File: config.mk
export PLATFORM = sky130hd
export DESIGN_NAME = lsu_dmem_ctrl
export DESIGN_NICKNAME = d
export VERILOG_FILES = /design/src/rtl/lsu_dmem_ctrl.sv
export SDC_FILE = /design/constraint.sdc
export NUM_CORES = 1
export LEC_CHECK = 0
export ABC_CLOCK_PERIOD_IN_PS = 1900
export BUFFER_PORTS_ARGS = -buffer_cell sky130_fd_sc_hd__clkbuf_2
export CORE_UTILIZATION = 47
export DETAILED_ROUTE_END_ITERATION = 8
export MAX_ROUTING_LAYER = met4
export PLACE_DENSITY = 0.9
export SLEW_MARGIN = 15
export SYNTH_ARGS = -nofsm -noshare
export SYNTH_HDL_FRONTEND = slang
export SYNTH_SLANG_ARGS = --single-unit
File: constraint.sdc
create_clock -name clk -period 1.9 [get_ports clk]
set_input_delay 0.19 -clock clk [delete_from_list [all_inputs] [get_ports clk]]
set_output_delay 0.19 -clock clk [all_outputs]
set_load 0.05 [all_outputs]
File: src/rtl/lsu_dmem_ctrl.sv
// lsu_dmem_ctrl: load/store controller in front of a byte-addressed,
// big-endian data memory. It takes one request at a time from the execute
// stage. It drives the memory for exactly one ACCESS cycle. It then holds
// the response until the consumer accepts it.
//
// Optional build macro: MISALIGN_TRAP_EN
//   When defined, misaligned halfword and word accesses are rejected with
//   resp_err. When undefined, they run byte by byte on the memory, and only
//   the funct3 and range checks can reject a request.

module lsu_dmem_ctrl #(
  parameter int ADDR_WIDTH = 10,
  parameter int XLEN       = 32
) (
  input  logic                  clk,
  input  logic                  rst_n,
  input  logic                  req_valid,
  output logic                  req_ready,
  input  logic                  req_we,
  input  logic [2:0]            req_funct3,
  input  logic [XLEN-1:0]       req_addr,
  input  logic [XLEN-1:0]       req_wdata,
  output logic                  resp_valid,
  input  logic                  resp_ready,
  output logic [XLEN-1:0]       resp_rdata,
  output logic                  resp_err,
  output logic [ADDR_WIDTH-1:0] mem_addr,
  output logic [XLEN-1:0]       mem_din,
  output logic                  mem_we0,
  output logic                  mem_we1,
  output logic                  mem_we2,
  input  logic [XLEN-1:0]       mem_dout
);

  typedef enum logic [1:0] {
    ST_IDLE   = 2'd0,
    ST_ACCESS = 2'd1,
    ST_RESP   = 2'd2
  } state_t;

  state_t                  r_state;
  state_t                  w_state_nxt;

  logic                    r_we;
  logic [2:0]              r_funct3;
  logic [ADDR_WIDTH-1:0]   r_addr;
  logic                    r_err;
  logic [XLEN-1:0]         r_din;
  logic [XLEN-1:0]         r_rdata;
  logic                    r_resp_err;

  logic                    w_req_err;
  logic                    w_accept;
  logic                    w_store_go;

  // Access size minus one, derived from funct3[1:0]:
  // byte gives 0, half gives 1, word gives 3.
  function automatic logic [1:0] f_size_m1(input logic [1:0] width);
    logic [1:0] res;
    case (width)
      2'b00:   res = 2'd0;
      2'b01:   res = 2'd1;
      2'b10:   res = 2'd3;
      default: res = 2'd0;
    endcase
    return res;
  endfunction

  // Reject illegal encodings, out-of-range addresses and accesses that would
  // wrap past the top of memory.
  function automatic logic f_req_err(input logic            we,
                                     input logic [2:0]      funct3,
                                     input logic [XLEN-1:0] addr);
    logic                  bad_code;
    logic                  high_bits;
    logic                  mis;
    logic [ADDR_WIDTH:0]   last;
    case (funct3)
      3'd3, 3'd6, 3'd7: bad_code = 1'b1;
      3'd4, 3'd5:       bad_code = we;
      default:          bad_code = 1'b0;
    endcase
    high_bits = (addr[XLEN-1:ADDR_WIDTH] != {(XLEN-ADDR_WIDTH){1'b0}});
    last = {1'b0, addr[ADDR_WIDTH-1:0]} +
           {{(ADDR_WIDTH-1){1'b0}}, f_size_m1(funct3[1:0])};
`ifdef MISALIGN_TRAP_EN
    mis = ((funct3[1:0] == 2'b01) && addr[0]) ||
          ((funct3[1:0] == 2'b10) && (addr[1:0] != 2'b00));
`else
    mis = 1'b0;
`endif
    return bad_code | high_bits | last[ADDR_WIDTH] | mis;
  endfunction

  // Store data is right-aligned on the request side. The memory wants the
  // byte at the lowest address in bits 31:24.
  function automatic logic [XLEN-1:0] f_align_wdata(input logic [1:0]      width,
                                                    input logic [XLEN-1:0] wdata);
    logic [XLEN-1:0] res;
    case (width)
      2'b00:   res = {wdata[7:0], 24'd0};
      2'b01:   res = {wdata[15:0], 16'd0};
      2'b10:   res = wdata;
      default: res = {XLEN{1'b0}};
    endcase
    return res;
  endfunction

  // Extract the loaded bytes from the left-aligned memory word, then sign-
  // or zero-extend them according to funct3.
  function automatic logic [XLEN-1:0] f_load_ext(input logic [2:0]      funct3,
                                                 input logic [XLEN-1:0] dout);
    logic [XLEN-1:0] res;
    case (funct3)
      3'd0:    res = {{24{dout[31]}}, dout[31:24]};
      3'd4:    res = {24'd0, dout[31:24]};
      3'd1:    res = {{16{dout[31]}}, dout[31:16]};
      3'd5:    res = {16'd0, dout[31:16]};
      3'd2:    res = dout;
      default: res = {XLEN{1'b0}};
    endcase
    return res;
  endfunction

  assign w_req_err = f_req_err(req_we, req_funct3, req_addr);
  assign w_accept  = (r_state == ST_IDLE) && req_valid;

  // State register; reset drops the FSM to IDLE asynchronously.
  always_ff @(posedge clk or negedge rst_n) begin
    if (!rst_n) begin
      r_state <= ST_IDLE;
    end else begin
      r_state <= w_state_nxt;
    end
  end

  // Next-state logic: ACCESS always lasts exactly one cycle.
  always_comb begin
    w_state_nxt = r_state;
    case (r_state)
      ST_IDLE: begin
        if (req_valid) begin
          w_state_nxt = ST_ACCESS;
        end else begin
          w_state_nxt = ST_IDLE;
        end
      end
      ST_ACCESS: w_state_nxt = ST_RESP;
      ST_RESP: begin
        if (resp_ready) begin
          w_state_nxt = ST_IDLE;
        end else begin
          w_state_nxt = ST_RESP;
        end
      end
      default: w_state_nxt = ST_IDLE;
    endcase
  end

  // Outputs decoded from state only. Because of this, a reset during ACCESS
  // removes the write enables at once, without waiting for a clock edge.
  always_comb begin
    req_ready  = 1'b0;
    resp_valid = 1'b0;
    w_store_go = 1'b0;
    case (r_state)
      ST_IDLE:   req_ready  = 1'b1;
      ST_ACCESS: w_store_go = r_we && !r_err;
      ST_RESP:   resp_valid = 1'b1;
      default: begin
        req_ready  = 1'b0;
        resp_valid = 1'b0;
        w_store_go = 1'b0;
      end
    endcase
  end

  assign mem_we0    = w_store_go;
  assign mem_we1    = w_store_go && (r_funct3[1:0] != 2'b00);
  assign mem_we2    = w_store_go && (r_funct3[1:0] == 2'b10);
  assign mem_addr   = r_addr;
  assign mem_din    = r_din;
  assign resp_rdata = r_rdata;
  assign resp_err   = r_resp_err;

  // Request latch and response registers, advanced according to the FSM
  // phase.
  always_ff @(posedge clk or negedge rst_n) begin
    if (!rst_n) begin
      r_we       <= 1'b0;
      r_funct3   <= 3'd0;
      r_addr     <= {ADDR_WIDTH{1'b0}};
      r_err      <= 1'b0;
      r_din      <= {XLEN{1'b0}};
      r_rdata    <= {XLEN{1'b0}};
      r_resp_err <= 1'b0;
    end else begin
      case (r_state)
        ST_IDLE: begin
          if (w_accept) begin
            r_we     <= req_we;
            r_funct3 <= req_funct3;
            r_addr   <= req_addr[ADDR_WIDTH-1:0];
            r_err    <= w_req_err;
            r_din    <= (req_we && !w_req_err) ?
                        f_align_wdata(req_funct3[1:0], req_wdata) :
                        {XLEN{1'b0}};
          end
        end
        ST_ACCESS: begin
          r_resp_err <= r_err;
          r_rdata    <= (!r_we && !r_err) ? f_load_ext(r_funct3, mem_dout) :
                                            {XLEN{1'b0}};
        end
        ST_RESP: begin
          if (resp_ready) begin
            r_rdata    <= {XLEN{1'b0}};
            r_resp_err <= 1'b0;
          end
        end
        default: begin
          r_rdata    <= {XLEN{1'b0}};
          r_resp_err <= 1'b0;
        end
      endcase
    end
  end

endmodule

==> parameters.txt, run 1 <==
Parameter                              Value

Outcome
  Outcome    finished, final reports clean

Synth
  Number of synthesized flops with an enable pin    0
  Commonest register cell after synthesis    sky130_fd_sc_hd__dfrtp_1
  Post-synthesis net count    528
  Synthesis warning total    0
  Most frequent cell after synthesis    sky130_fd_sc_hd__nand2_1
  Share of the yosys chip area belonging to registers    0.532
  Most frequent cells after synthesis    sky130_fd_sc_hd__nand2_1 (105), sky130_fd_sc_hd__dfrtp_1 (82), sky130_fd_sc_hd__o21ai_0 (47), sky130_fd_sc_hd__a21oi_1 (25), sky130_fd_sc_hd__clkbuf_1 (25)
  Library cell occupying the most area in the post-synthesis netlist    sky130_fd_sc_hd__dfrtp_1
  Number of flip-flops and latches in the synthesized netlist    82
  Synthesized cell area    0.00386 mm2
  Area share of the largest cell type after synthesis    0.532
  Count of unique library cells instantiated by Yosys    43
  Cell count after synthesis    roughly 420
  Ys async rst share    1.00
  Synth top area cells    sky130_fd_sc_hd__dfrtp_1 (53%), sky130_fd_sc_hd__nand2_1 (10%), sky130_fd_sc_hd__o21ai_0 (6.1%), sky130_fd_sc_hd__a21oi_1 (3.2%), sky130_fd_sc_hd__a22oi_1 (2.9%)
  Average cell area after synthesis    a little over 9 um2

STA
  Setup tns final    0 ns
  Max frequency    0.539 GHz
  RSZ-0062 raised after global routing    no
  Max-Slew Margin vs Limit    0.551
  Number of max-slew violations in the final report    0
  Post-route fraction of the period consumed by the critical path    0.976
  Hold Vio Cnt, Final    0
  Final-layout worst hold slack    around 0.053 ns
  Final critical path time including I/O delays and setup    1.85 ns
  Worst Tran Pin Value    0.672 ns
  Finish-stage setup viols    0
  Layout Skew    0.0133 ns

Clocking
  CTS buffer count    9
  Clock transition at the registers of the reported paths    0.08 ns
  Total clock sinks    82
  H-tree depth    3
  Clock tree buffer depth    2
  Buffer type at the clock tree root    sky130_fd_sc_hd__clkbuf_8
  TritonCTS clock tree    built
  Insertion delay of the later-clocked pin in the worst-skew pair    between 0.3 and 0.4 ns

Worst setup path
  Length in cells of the worst reg-to-reg path    4
  Kind of start point of the critical path    flop
  Classification of the worst setup path    reg -> out
  Worst-path fanout max    4
  Destination of the worst register-to-register timing path    mem_din[19]$_DFFE_PN0P_
  R2R setup slack    0.13 ns
  Crit path required time    1.71 ns
  WP data arrival    1.66 ns
  Setup crit end kind    output pin
  Worst reg2reg path startpoint    r_state[1]$_DFF_PN0_

Global routing
  Wire length of the first global-routing pass    18.6 mm
  Via count of the first global-routing pass    about 3900
  Met2 track demand over resource    0.477
  Maximum number of pins on one net before global-route repair    47
  Layer carrying the most global-route usage    met2
  All-Layer GR Usage    0.291
  Residual overflow from global routing    0
  Met3 track utilization from global routing    0.0369
  Number of antenna violations at the first check in global routing    0
  Global Route met1 Usage    0.359

Power and ir drop
  Peak supply drop    between 1 and 1.5 mV
  Leakage power summed over all cells    between 2 and 3 nW
  Total power per unit cell area    between 1000 and 1500 mW/mm2
  Total design power    5.59 mW

Final layout
  Area Growth Syn to Fin    34.4%
  Diode insertion count for antenna repair    0
  Net count, final    710
  Share of final-layout standard cells stronger than drive strength 1    0.388
  Final core area utilization    0.661
  Final design instance area without fill    0.00518 mm2

Routing
  Final antenna-violating net count    0
  Routed via count    3974
  Drc violations    0
  Routed length per instance    16.7 um
  First drt pass iteration count    6
  Initial detailed-routing violation count    242
  Total wire length    11.8 mm
  Vias per std cell    5.62

Hold path
  Worst min-delay path category    in -> reg
  Hold Crit Endpoint    mem_addr[3]$_DFFE_PN0P_
  Hold wc startpoint    req_addr[3]
  Worst hold path depth    3

Place
  Placed wire-length estimate after detailed placement    8.92 mm
  Count of input and output buffers    183
  Cell Area, Placed    0.00491 mm2
  Final weighted congestion of routability-driven global placement    0.915

Die
  Overall die height    approximately 90 um
  Core area    0.00785 mm2
  Number of top-level pins    184
  Rows    32
  Die Width    92.6 um
  Initial cell density of the core    0.492
  Full die area    0.00857 mm2

Flow run
  Number of maximum-capacitance constraint violations    0
-- worst max-delay path by stage --
stage / cells after the start / end / start / slack (ns)
finish: 4 / mem_we1 / r_state[1]$_DFF_PN0_ / 0.05
CTS: 4 / mem_we1 / r_state[1]$_DFF_PN0_ / 0.008
global placement: 8 / mem_din[17]$_DFFE_PN0P_ / req_funct3[0] / 0.002
global route: 4 / mem_we1 / r_state[1]$_DFF_PN0_ / 0.005
detailed placement: 8 / mem_din[19]$_DFFE_PN0P_ / req_funct3[0] / -0.16
floorplan: 3 / mem_we1 / r_state[1]$_DFF_PN0_ / 0.002
-- final cells by class --
| class | count | area [um2] |
|---|---|---|
| Fill cell | 649 | 2660 |
| Sequential cell | 82 | 2050 |
| Multi-Input combinational cell | 296 | 1670 |
| Timing Repair Buffer | 204 | 1110 |
| Clock buffer | 12 | 145 |
| Tap cell | 102 | 128 |
| Clock inverter | 4 | 51.3 |
| Inverter | 7 | 26.3 |
-- sequential cells by signal (all words and copies together) (netlist names) --
signal / flops
mem_addr: 10
mem_din: 32
r_err: 1
r_funct3: 3
r_state: 2
r_we: 1
resp_err: 1
resp_rdata: 32
-- layout by cell type, fill, tap and decap left out, types with 6 or more instances in the layout --
cell type | Yosys | routed
sky130_fd_sc_hd__clkbuf_2 | 1 | 180
sky130_fd_sc_hd__nand2_1 | 105 | 105
sky130_fd_sc_hd__dfrtp_1 | 82 | 81
sky130_fd_sc_hd__o21ai_0 | 47 | 47
sky130_fd_sc_hd__a21oi_1 | 25 | 24
sky130_fd_sc_hd__buf_4 | 2 | 20
sky130_fd_sc_hd__o21ai_1 | 19 | 19
sky130_fd_sc_hd__nand3_1 | 16 | 16
sky130_fd_sc_hd__a22oi_1 | 15 | 15
sky130_fd_sc_hd__clkbuf_8 | 0 | 10
sky130_fd_sc_hd__a2bb2oi_1 | 9 | 9
sky130_fd_sc_hd__a22o_1 | 8 | 8
sky130_fd_sc_hd__a222oi_1 | 8 | 8
sky130_fd_sc_hd__inv_1 | 6 | 6
sky130_fd_sc_hd__ha_1 | 6 | 6
-- cell families (layout without fill, tap and decap cells) --
| family | count (synthesis) | after routing | synth area share |
|---|---|---|---|
| AO/OA/AOI/OAI | 137 | 137 | 0.218 |
| AND/OR/NAND/NOR | 152 | 152 | 0.181 |
| adder cells (fa/ha/maj) | 6 | 6 | 0.0195 |
| buffers and inverters | 40 | 227 | 0.0461 |
| flip-flops | 82 | 82 | 0.532 |
| multiplexers | 1 | 1 | 0.00292 |
-- critical path: stages, from the launching register on --
cell	delay, ns
sky130_fd_sc_hd__dfrtp_2	0.44
sky130_fd_sc_hd__or2b_4	0.28
sky130_fd_sc_hd__nor3b_4	0.22
sky130_fd_sc_hd__a21boi_4	0.22
sky130_fd_sc_hd__buf_8	0.16
-- routing by layer --
layer	share of wire	vias up
met5	0	-
met4	0.032	0
met3	0.081	36
met2	0.49	231
met1	0.39	1870
li1	-	1837
-- power by group --
group / switching (mW) / internal, mW / leakage [nW]
sequential: 0.141 / 1.92 / 1.11
clock: 0.625 / 0.645 / 0.0966
combinational: 1.51 / 0.753 / 1.46
-- through the flow --
| stage | worst slack, ns | instances |
|---|---|---|
| 6_report | 0.0455 | 707 |
| 5_1_grt | 0.00514 | 707 |
| 4_1_cts | 0.00820 | 706 |
| 3_5_place_dp | -0.162 | 686 |
| 3_3_place_gp | 0.00199 | 686 |
| 2_1_floorplan | 0.00163 | 418 |
-- timing repair --
item | CTS | global route
hold buffers | 1 | 0
gates cloned | 0 | 0
setup buffers | 3 | 1
endpoints found under the setup margin | 2 | 23
gates resized for setup | 6 | 5
hold endpoints to repair | 44 | 0
No activity file was read; power rests on OpenSTA's default activity.
==> inputs of run 2 (changes only) <==
--- a/config.mk
+++ b/config.mk
@@ -5,7 +5,7 @@
 export SDC_FILE = /design/constraint.sdc
 export NUM_CORES = 1
 export LEC_CHECK = 0
-export ABC_CLOCK_PERIOD_IN_PS = 1900
+export ABC_CLOCK_PERIOD_IN_PS = 2000
 export BUFFER_PORTS_ARGS = -buffer_cell sky130_fd_sc_hd__clkbuf_2
 export CORE_UTILIZATION = 47
 export DETAILED_ROUTE_END_ITERATION = 8
==> constraint.sdc (replaced) <==
create_clock -name clk -period 2 [get_ports clk]
set_input_delay 0.2 -clock clk [delete_from_list [all_inputs] [get_ports clk]]
set_output_delay 0.2 -clock clk [all_outputs]
set_load 0.05 [all_outputs]
==> parameters.txt, run 2 (synthesis results as in run 1) <==
Parameter                              Value

STA
  Max frequency    0.528 GHz
  RSZ-0062 raised after global routing    no (unchanged)
  Number of max-slew violations in the final report    0 (unchanged)
  Post-route fraction of the period consumed by the critical path    0.948
  Hold Vio Cnt, Final    0 (unchanged)
  Worst Tran Pin Value    1.04 ns (was 0.672 ns)
  Final-layout worst hold slack    0.0639 ns (was 0.0528 ns)
  Final critical path time including I/O delays and setup    roughly 1.9 ns
  Final critical-path setup slack    0.105 ns (was 0.0455 ns)
  Finish-stage setup viols    0 (unchanged)
  Layout Skew    0.0109 ns (was 0.0133 ns)
  Max-Slew Margin vs Limit    0.304 (was 0.551)

Routing
  Routed via count    4068 (was 3974)
  Initial detailed-routing violation count    231 (was 242)
  Total wire length    12.1 mm (was 11.8 mm)
  Routed length per instance    17.2 um (was 16.7 um)
  Vias per std cell    5.78 (was 5.62)
  Drc violations    0 (unchanged)
  First drt pass iteration count    6 (unchanged)
  Final antenna-violating net count    0 (unchanged)

Die
  Number of top-level pins    184 (unchanged)
  Initial cell density of the core    0.492 (unchanged)
  Full die area    0.00857 mm2 (unchanged)
  Die Width    92.6 um (unchanged)
  Overall die height    92.6 um (unchanged)
  Core area    0.00785 mm2 (unchanged)
  Rows    32 (unchanged)

Final layout
  Final core area utilization    0.660 (was 0.661)
  Diode insertion count for antenna repair    0 (unchanged)
  Final design instance area without fill    0.00518 mm2 (about the same)
  Top library cells by usage in the layout, fill and taps aside    sky130_fd_sc_hd__clkbuf_2 (180), sky130_fd_sc_hd__nand2_1 (105), sky130_fd_sc_hd__dfrtp_1 (80) (was sky130_fd_sc_hd__clkbuf_2 (180), sky130_fd_sc_hd__nand2_1 (105), sky130_fd_sc_hd__dfrtp_1 (81))
  Share of final-layout standard cells stronger than drive strength 1    0.387 (was 0.388)
  Area Growth Syn to Fin    34.3% (was 34.4%)
  Most frequent standard cell in the layout excluding fill and tap cells    sky130_fd_sc_hd__clkbuf_2 (unchanged)
  Net count, final    707 (was 710)

Flow run
  Number of maximum-capacitance constraint violations    0 (unchanged)

Clocking
  Insertion delay of the later-clocked pin in the worst-skew pair    0.35 ns (about the same)
  TritonCTS clock tree    built (unchanged)
  Buffer type at the clock tree root    sky130_fd_sc_hd__clkbuf_8 (unchanged)
  Clock tree buffer depth    2 (unchanged)
  CTS buffer count    9 (unchanged)
  H-tree depth    3 (unchanged)
  Clock transition at the registers of the reported paths    0.08 ns (about the same)
  Post-CTS Setup Bufs    0 (was 3)
  Total clock sinks    82 (unchanged)

Global routing
  Residual overflow from global routing    0 (unchanged)
  Number of antenna violations at the first check in global routing    0 (unchanged)
  Wire length of the first global-routing pass    19.2 mm (was 18.6 mm)
  Via count of the first global-routing pass    3852 (was 3889)
  All-Layer GR Usage    0.300 (was 0.291)
  Maximum number of pins on one net before global-route repair    54 (was 47)

Power and ir drop
  Total power per unit cell area    1050 mW/mm2 (was 1080 mW/mm2)
  Peak supply drop    0.963 mV (was 1.33 mV)
  Leakage power summed over all cells    2.66 nW (was 2.67 nW)
  Total design power    5.46 mW (was 5.59 mW)

Worst setup path
  Setup crit end kind    output pin (unchanged)
  Classification of the worst setup path    reg -> out (unchanged)
  Kind of start point of the critical path    flop (unchanged)
  Crit path required time    1.80 ns (was 1.71 ns)
  WP data arrival    1.70 ns (was 1.66 ns)
  Worst-path fanout max    6 (was 4)

Outcome
  Outcome    finished, final reports clean (unchanged)

Place
  Final weighted congestion of routability-driven global placement    0.895 (was 0.915)
  Post-Place Worst Slack    -0.0847 ns (was -0.162 ns)
  Placed wire-length estimate after detailed placement    9.29 mm (was 8.92 mm)
  Count of input and output buffers    183 (unchanged)
  Cell Area, Placed    0.00491 mm2 (about the same)

Hold path
  Worst min-delay path category    in -> reg (unchanged)
## run 2: stage by stage
stage / setup TNS (ns) / std cells
after floorplan: 0 / 418
after global placement: 0 / 687
after detailed placement: -0.396 / 687
after CTS: 0 / 704
after global routing: 0 / 704
final: 0 / 704
## run 2: final cells by class
cell class	instances	area, um2
clock buffers	11	151
clock inverters	5	85.1
inverters	7	26.3
well taps	102	128
fillers	658	2670
multi-input cells	296	1670
flip-flops and latches	82	2050
repair buffers	201	1070
## run 2: worst max-delay path: stages (launching register included)
cell                       delay, ns
sky130_fd_sc_hd__dfrtp_2        0.45
sky130_fd_sc_hd__or2b_4         0.29
sky130_fd_sc_hd__nor3b_4        0.22
sky130_fd_sc_hd__a21boi_4       0.20
sky130_fd_sc_hd__clkbuf_8       0.19
## run 2: power by group
group          leakage, nW  internal (mW)  switching (mW)
sequential            1.11           1.82           0.148
clock                0.116          0.778           0.618
combinational         1.44          0.677            1.42
total                 2.66           3.28            2.18
## run 2: what timing repair did
item                       in CTS  in global routing
setup endpoints to repair       2                 13
hold endpoints to repair       50                  0
hold buffers                    1                  0
gates resized for setup         3                  5
## run 2: path summary, 6_finish.rpt
kind	cells after the start	to	startpoint	slack (ns)
worst max-delay path	4	mem_we1	r_state[1]$_DFF_PN0_	0.10
max in group asynchronous	3	r_state[0]$_DFF_PN0_	rst_n	0.93
worst min-delay path	3	mem_addr[4]$_DFFE_PN0P_	req_addr[4]	0.06
worst min register to register	2	mem_addr[8]$_DFFE_PN0P_	mem_addr[8]$_DFFE_PN0P_	0.48
worst max register to register	4	resp_rdata[2]$_DFFE_PN0P_	r_funct3[0]$_DFFE_PN0P_	0.13
min in group asynchronous	2	resp_rdata[2]$_DFFE_PN0P_	rst_n	0.42
## run 2: metal layers
layer	share of wire	GRT usage	vias to the layer above
met2	0.50	0.498	281
met3	0.097	0.0591	28
li1	-	-	1833
met4	0.023	0.113	0
met5	0	-	-
met1	0.38	0.364	1926
